File: src/rtl/operand_stream_scheduler.sv
// Operand feeder for the PE systolic chain: buffers A/B source streams in two
// FIFOs and replays them k-major (A_NUM A words, then B_NUM B words, per k-step).

module oss_fifo #(
   parameter int W  = 64,
   parameter int AW = 4
) (
   input  logic         clk,
   input  logic         rst,
   input  logic         push_i,
   input  logic [W-1:0] data_i,
   input  logic         pop_i,
   output logic [W-1:0] data_o,
   output logic         ready_o,
   output logic         nonempty_o
);
   localparam int DEPTH = 1 << AW;
   localparam logic [AW:0] DEPTH_C = (AW+1)'(DEPTH);

   logic [W-1:0]  mem_q [DEPTH];
   logic [AW-1:0] wr_ptr_q;
   logic [AW-1:0] rd_ptr_q;
   logic [AW:0]   count_q;

   // Storage carries no reset; the pointers and count define which entries are live.
   always_ff @(posedge clk) begin
      if (push_i) begin
         mem_q[wr_ptr_q] <= data_i;
      end
   end

   always_ff @(posedge clk or posedge rst) begin
      if (rst) begin
         wr_ptr_q <= '0;
         rd_ptr_q <= '0;
         count_q  <= '0;
      end else begin
         if (push_i) begin
            wr_ptr_q <= wr_ptr_q + {{(AW-1){1'b0}}, 1'b1};
         end
         if (pop_i) begin
            rd_ptr_q <= rd_ptr_q + {{(AW-1){1'b0}}, 1'b1};
         end
         count_q <= count_q + {{AW{1'b0}}, push_i} - {{AW{1'b0}}, pop_i};
      end
   end

   // Ready ignores a same-cycle pop so it depends on registered state only.
   assign ready_o    = (count_q != DEPTH_C);
   assign nonempty_o = (count_q != '0);
   assign data_o     = mem_q[rd_ptr_q];
endmodule

module operand_stream_scheduler #(
   parameter int D_WIDTH          = 64,
   parameter int A_NUM_WIDTH      = 3,
   parameter int B_NUM_WIDTH      = 3,
   parameter int N_MAX_WIDTH      = 32,
   parameter int FIFO_DEPTH_WIDTH = 4
) (
   input  logic                   clk,
   input  logic                   rst,
   input  logic                   start_in,
   input  logic [N_MAX_WIDTH-1:0] N_in,
   input  logic [D_WIDTH-1:0]     a_data_in,
   input  logic                   a_valid_in,
   output logic                   a_ready_out,
   input  logic [D_WIDTH-1:0]     b_data_in,
   input  logic                   b_valid_in,
   output logic                   b_ready_out,
   input  logic                   full_flag_in,
   output logic [D_WIDTH-1:0]     A_out,
   output logic                   A_valid_out,
   output logic [D_WIDTH-1:0]     B_out,
   output logic                   B_valid_out,
   output logic                   busy_out,
   output logic                   done_out
);
   localparam int WC_W = (A_NUM_WIDTH > B_NUM_WIDTH) ? A_NUM_WIDTH : B_NUM_WIDTH;
   localparam logic [WC_W-1:0] A_LAST = WC_W'((1 << A_NUM_WIDTH) - 1);
   localparam logic [WC_W-1:0] B_LAST = WC_W'((1 << B_NUM_WIDTH) - 1);

   typedef enum logic [1:0] {
      S_IDLE     = 2'd0,
      S_STREAM_A = 2'd1,
      S_STREAM_B = 2'd2,
      S_DONE     = 2'd3
   } state_t;

   state_t                 state_q, state_d;
   logic [N_MAX_WIDTH-1:0] n_q, n_d;
   logic [N_MAX_WIDTH-1:0] k_q, k_d;
   logic [WC_W-1:0]        wc_q, wc_d;
   logic [D_WIDTH-1:0]     a_out_q, b_out_q;
   logic                   a_valid_q, b_valid_q, busy_q, done_q;

   logic               a_push, b_push, a_pop, b_pop;
   logic               a_nonempty, b_nonempty;
   logic [D_WIDTH-1:0] a_head, b_head;

   assign a_push = a_valid_in && a_ready_out;
   assign b_push = b_valid_in && b_ready_out;

   oss_fifo #(.W(D_WIDTH), .AW(FIFO_DEPTH_WIDTH)) u_a_fifo (
      .clk        (clk),
      .rst        (rst),
      .push_i     (a_push),
      .data_i     (a_data_in),
      .pop_i      (a_pop),
      .data_o     (a_head),
      .ready_o    (a_ready_out),
      .nonempty_o (a_nonempty)
   );

   oss_fifo #(.W(D_WIDTH), .AW(FIFO_DEPTH_WIDTH)) u_b_fifo (
      .clk        (clk),
      .rst        (rst),
      .push_i     (b_push),
      .data_i     (b_data_in),
      .pop_i      (b_pop),
      .data_o     (b_head),
      .ready_o    (b_ready_out),
      .nonempty_o (b_nonempty)
   );

   // Sequencing: full_flag_in gates the pop combinationally, so a stall holds every counter.
   always_comb begin
      state_d = state_q;
      n_d     = n_q;
      k_d     = k_q;
      wc_d    = wc_q;
      a_pop   = 1'b0;
      b_pop   = 1'b0;
      case (state_q)
         S_IDLE: begin
            if (start_in) begin
               n_d     = N_in;
               k_d     = '0;
               wc_d    = '0;
               state_d = (N_in == '0) ? S_DONE : S_STREAM_A;
            end else begin
               state_d = S_IDLE;
            end
         end
         S_STREAM_A: begin
            a_pop = a_nonempty && !full_flag_in;
            if (a_pop && (wc_q == A_LAST)) begin
               wc_d    = '0;
               state_d = S_STREAM_B;
            end else if (a_pop) begin
               wc_d = wc_q + {{(WC_W-1){1'b0}}, 1'b1};
            end else begin
               wc_d = wc_q;
            end
         end
         S_STREAM_B: begin
            b_pop = b_nonempty && !full_flag_in;
            if (b_pop && (wc_q == B_LAST)) begin
               wc_d = '0;
               if (k_q == (n_q - N_MAX_WIDTH'(1))) begin
                  state_d = S_DONE;
               end else begin
                  k_d     = k_q + N_MAX_WIDTH'(1);
                  state_d = S_STREAM_A;
               end
            end else if (b_pop) begin
               wc_d = wc_q + {{(WC_W-1){1'b0}}, 1'b1};
            end else begin
               wc_d = wc_q;
            end
         end
         S_DONE: begin
            state_d = S_IDLE;
         end
         default: begin
            state_d = S_IDLE;
         end
      endcase
   end

   always_ff @(posedge clk or posedge rst) begin
      if (rst) begin
         state_q <= S_IDLE;
         n_q     <= '0;
         k_q     <= '0;
         wc_q    <= '0;
      end else begin
         state_q <= state_d;
         n_q     <= n_d;
         k_q     <= k_d;
         wc_q    <= wc_d;
      end
   end

   // Output stage: data registers hold their last word, status flags follow the next state.
   always_ff @(posedge clk or posedge rst) begin
      if (rst) begin
         a_out_q   <= '0;
         b_out_q   <= '0;
         a_valid_q <= 1'b0;
         b_valid_q <= 1'b0;
         busy_q    <= 1'b0;
         done_q    <= 1'b0;
      end else begin
         a_valid_q <= a_pop;
         b_valid_q <= b_pop;
         if (a_pop) begin
            a_out_q <= a_head;
         end
         if (b_pop) begin
            b_out_q <= b_head;
         end
         busy_q <= (state_d == S_STREAM_A) || (state_d == S_STREAM_B);
         done_q <= (state_d == S_DONE);
      end
   end

   assign A_out       = a_out_q;
   assign B_out       = b_out_q;
   assign A_valid_out = a_valid_q;
   assign B_valid_out = b_valid_q;
   assign busy_out    = busy_q;
   assign done_out    = done_q;
endmodule

File: config.mk
export PLATFORM = sky130hd
export DESIGN_NAME = operand_stream_scheduler
export DESIGN_NICKNAME = d
export VERILOG_FILES = /design/src/rtl/operand_stream_scheduler.sv
export SDC_FILE = /design/constraint.sdc
export NUM_CORES = 2
export LEC_CHECK = 0
export CELL_PAD_IN_SITES_DETAIL_PLACEMENT = 0
export CELL_PAD_IN_SITES_GLOBAL_PLACEMENT = 1
export CORE_MARGIN = 2
export CORE_UTILIZATION = 40
export CTS_BUF_LIST = sky130_fd_sc_hd__clkbuf_4 sky130_fd_sc_hd__clkbuf_8
export DETAILED_ROUTE_END_ITERATION = 8
export PLACE_DENSITY = 0.7
export SLEW_MARGIN = 40
export SYNTH_ARGS = -nofsm -noshare
export SYNTH_HDL_FRONTEND = slang
export SYNTH_SLANG_ARGS = --single-unit
File: constraint.sdc
create_clock -name clk -period 9 [get_ports clk]
set_clock_uncertainty 0.2 [all_clocks]
set_input_delay 2.25 -clock clk [delete_from_list [all_inputs] [get_ports clk]]
set_output_delay 2.25 -clock clk [all_outputs]
set_load 0.01 [all_outputs]
==> flow_metrics.py <==
metrics = {
    "sta": {
        "drv_slew": 0,
        "holdWs_ns": 0.276,
        "max_freq_mhz": 199,
        "setup_ws_ns": 3.98,
        "rsz0062_at_grt": "no",
        "hold_viol_final": 0,
        "period_share": 0.558,
        "setup_viol": 0,
        "worst_pin_slew_ns": 0.848,
        "relSlewSlack": 0.429,
        "fin_crit_ns": 5.02,
    },
    "worst_hold_path": {
        "min_path_type": "reg -> reg",
        "min_to": "B_out[30]",
        "holdCritStartpoint": "B_out[30]",
        "whs_path_depth": 2,
    },
    "power_and_ir_drop": {
        "power_frac_clock": 0.328,
        "combPwrFrac": 0.188,
        "power_switching_share": 0.261,
        "power.density_nw_per_um2": 267,
        "switchingPower_mw": 7.11,
        "p_leak_nw": 32.8,
        "peakVddDrop_v": 0.000181,
        "totalPowerFinal_mw": 27.3,
        "p_int_mw": 20.2,
        "power_frac_seq": 0.484,
    },
    "route": {
        "routedWlPerCell_um": 25.4,
        "drt_iter0_drc": 3700,
        "vias": 41559,
        "drt-pass1-iter-count": 7,
        "viasPerCell": 5.42,
        "totalWireLength_um": 195000,
        "drt_drc_violations_left": 0,
        "ant_nets": 0,
    },
    "layout": {
        "syn2layout_area_growth_pct": 16.5,
        "final_nets": 4728,
        "drive_gt1_frac": 0.302,
        "layoutNonFillerInstCount": 7674,
        "final_area_um2": 102000,
    },
    "clock_network": {
        "holdBufCountCts": 0,
        "cts.sinks": 2275,
        "cts-root-buf": "clkbuf_8",
        "cts_tree": "done",
        "clk_pin_slew_worst_paths_ns": 0.06,
        "ctsResizeCount": 0,
        "clockBufferDepth": 4,
        "insertion_delay_ns": 1.04,
        "cts_buffers": 379,
        "h-tree-depth": 5,
        "cts_setup_buffers": 0,
    },
    "synthesis": {
        "synthMuxAreaShare": 0.176,
        "seq_area_frac_synth": 0.767,
        "yosys-top-cells-area": "edfxtp_1 70%, mux4_2 16%, dfrtp_1 6.5%",
        "synthXorXnorAreaFrac": 0.00750,
        "synth_nets": 4166,
        "synth_edf_count": 2048,
        "yosys_warnings": 0,
        "synthArstFlopShare": 0.0998,
        "syn_area_um2": 87600,
        "synthAdderAreaFrac": 0.00488,
        "syn_area_per_cell_um2": 22.1,
        "synth-simple-area-share": 0.0263,
        "netlist_instances": 3967,
        "synth_top_family_by_area": "multiplexers",
        "synth.top_cell.area_share": 0.702,
        "ys_types": 64,
        "synth_ff_type": "edfxtp_1",
        "synth_top_cell_by_area": "edfxtp_1",
        "yosys_register_bits": 2275,
        "synth_compound_area_frac": 0.00788,
    },
    "place": {
        "placed_area_um2": 94500,
        "dp_hpwl_um": 111000,
        "place_worst_setup_slack_ns": 3.21,
        "port_buffers": 299,
        "routabilityCongestion": 0.780,
        "placed_cells": 6999,
    },
    "setup_path": {
        "cp_max_fo": 2,
        "r2r_start": "n_q[2]",
        "criticalPathCategory": "reg -> out",
        "r2r.worst_path.cells": 11,
        "crit_path_end_kind": "output pin",
        "critPathRequiredTime_ns": 6.55,
        "rr_endpoint": "k_q[24]",
        "critPathArrivalTime_ns": 2.57,
        "reg2reg_slack_ns": 4.41,
        "cp-start-kind": "flip-flop",
    },
    "floorplanning": {
        "rows": 171,
        "fp.dieH_um": 472,
        "start_util": 0.403,
        "fp.dieArea_um2": 223000,
        "ioPinCount": 300,
        "core_area_um2": 217000,
        "die_w_um": 472,
    },
    "status": {
        "outcome": "finished, final reports clean",
    },
    "global_route": {
        "grt_pass1_vias": 43109,
        "antenna_found_initial": 38,
        "grt_max_degree": 92,
        "grt_pass1_wl_um": 287000,
        "grt.overflow.total": 0,
        "grt_use_total": 0.174,
    },
    "job": {
        "maxCapViolations": 0,
    },
}
## per-layer routing
metal | vias up | share of wire | track usage
met5 | - | 0.0012 | 0
met4 | 36 | 0.022 | 0.0473
met3 | 332 | 0.072 | 0.0430
met2 | 1434 | 0.48 | 0.274
met1 | 22130 | 0.43 | 0.243
li1 | 17627 | - | -
## layout make-up
class / instances / area, um2
clock inverter: 112 / 711
antenna: 12 / 30.0
inverter: 42 / 171
multi-input combinational: 1450 / 19700
timing repair buffer: 381 / 3960
clock buffer: 548 / 6700
fill: 17752 / 115000
tap: 2854 / 3570
sequential: 2275 / 67200
## worst max-delay path: stages, from the launching register on
cell and delay, ns:
dfrtp_1 0.36, inv_1 0.07, ha_1 0.19, and3_1 0.21, nand2_1 0.14, clkdlybuf4s50_1 0.56
## cell usage after synthesis (all sizes together), types with 24 or more instances
master     n
mux2      98
mux2i     31
nor2      57
nand2    259
xnor2     53
inv       40
dfrtp    227
mux4     622
o21ai     30
edfxtp  2048
a21oi     24
buf       65
ha        31
nor4      35
clkbuf   135
## logic make-up after synthesis
kind of cell | after synthesis
compound gates | 106
xor+xnor | 75
fa+ha+maj | 33
buf+inv | 242
flops | 2275
mux | 751
simple gates | 485
## power by group through the flow
stage          Sequential, mW  Combinational [mW]  Clock, mW
2_1_floorplan            13.3                3.29          0
3_3_place_gp             13.4                5.11          0
3_5_place_dp             13.4                5.22          0
4_1_cts                  13.2                5.23       9.16
5_1_grt                  13.3                5.48       9.61
6_report                 13.2                5.13       8.93
## cell usage in the layout (no fill, tap or decap), drive strengths merged, types with 9 or more instances in the layout
cell and n:
a21oi 24, and2 12, buf 83, clkbuf 548, clkdlybuf4s50 298, clkinv 96, dfrtp 227, diode 12
edfxtp 2048, ha 31, inv 45, mux2 98, mux2i 31, mux4 622, nand2 259, nand2b 10
nand3 15, nand4 16, nor2 57, nor3 22, nor4 35, o21ai 30, o221ai 18, or3 14
or4 9, xnor2 53, xor2 22
## registers in the layout (all words and copies together), names as in the netlist
signal and count:
u_a_fifo.mem_q 1024, u_b_fifo.mem_q 1024, A_out 64, B_out 64, k_q 32, n_q 32, u_a_fifo.count_q 5, u_b_fifo.count_q 5
u_a_fifo.rd_ptr_q 4, u_a_fifo.wr_ptr_q 4, u_b_fifo.rd_ptr_q 4, u_b_fifo.wr_ptr_q 4, wc_q 3, state_q 2, A_valid_out 1, B_valid_out 1
busy_out 1, done_out 1
## how the worst max path moves through the flow
stage                   startpoint                endpoint  slack, ns  depth (start not counted)
5_1_grt        u_b_fifo.count_q[2]             b_ready_out       3.84                          5
6_report       u_b_fifo.count_q[2]             b_ready_out       3.98                          5
2_1_floorplan           b_valid_in    u_b_fifo.mem_q[0][0]      -0.27                          2
3_5_place_dp            a_valid_in    u_a_fifo.mem_q[4][4]       3.21                          5
4_1_cts        u_b_fifo.count_q[2]             b_ready_out       3.85                          5
3_3_place_gp            b_valid_in  u_b_fifo.mem_q[12][25]       3.01                          6
## per-stage QoR
| stage | setup TNS [ns] | util |
|---|---|---|
| 2_1_floorplan | -69.98 | - |
| 3_3_place_gp | 0 | 0.433 |
| 3_5_place_dp | 0 | 0.435 |
| 4_1_cts | 0 | 0.469 |
| 5_1_grt | 0 | 0.469 |
| 6_report | 0 | 0.469 |
Note: power is estimated with default switching activity, not from simulation.
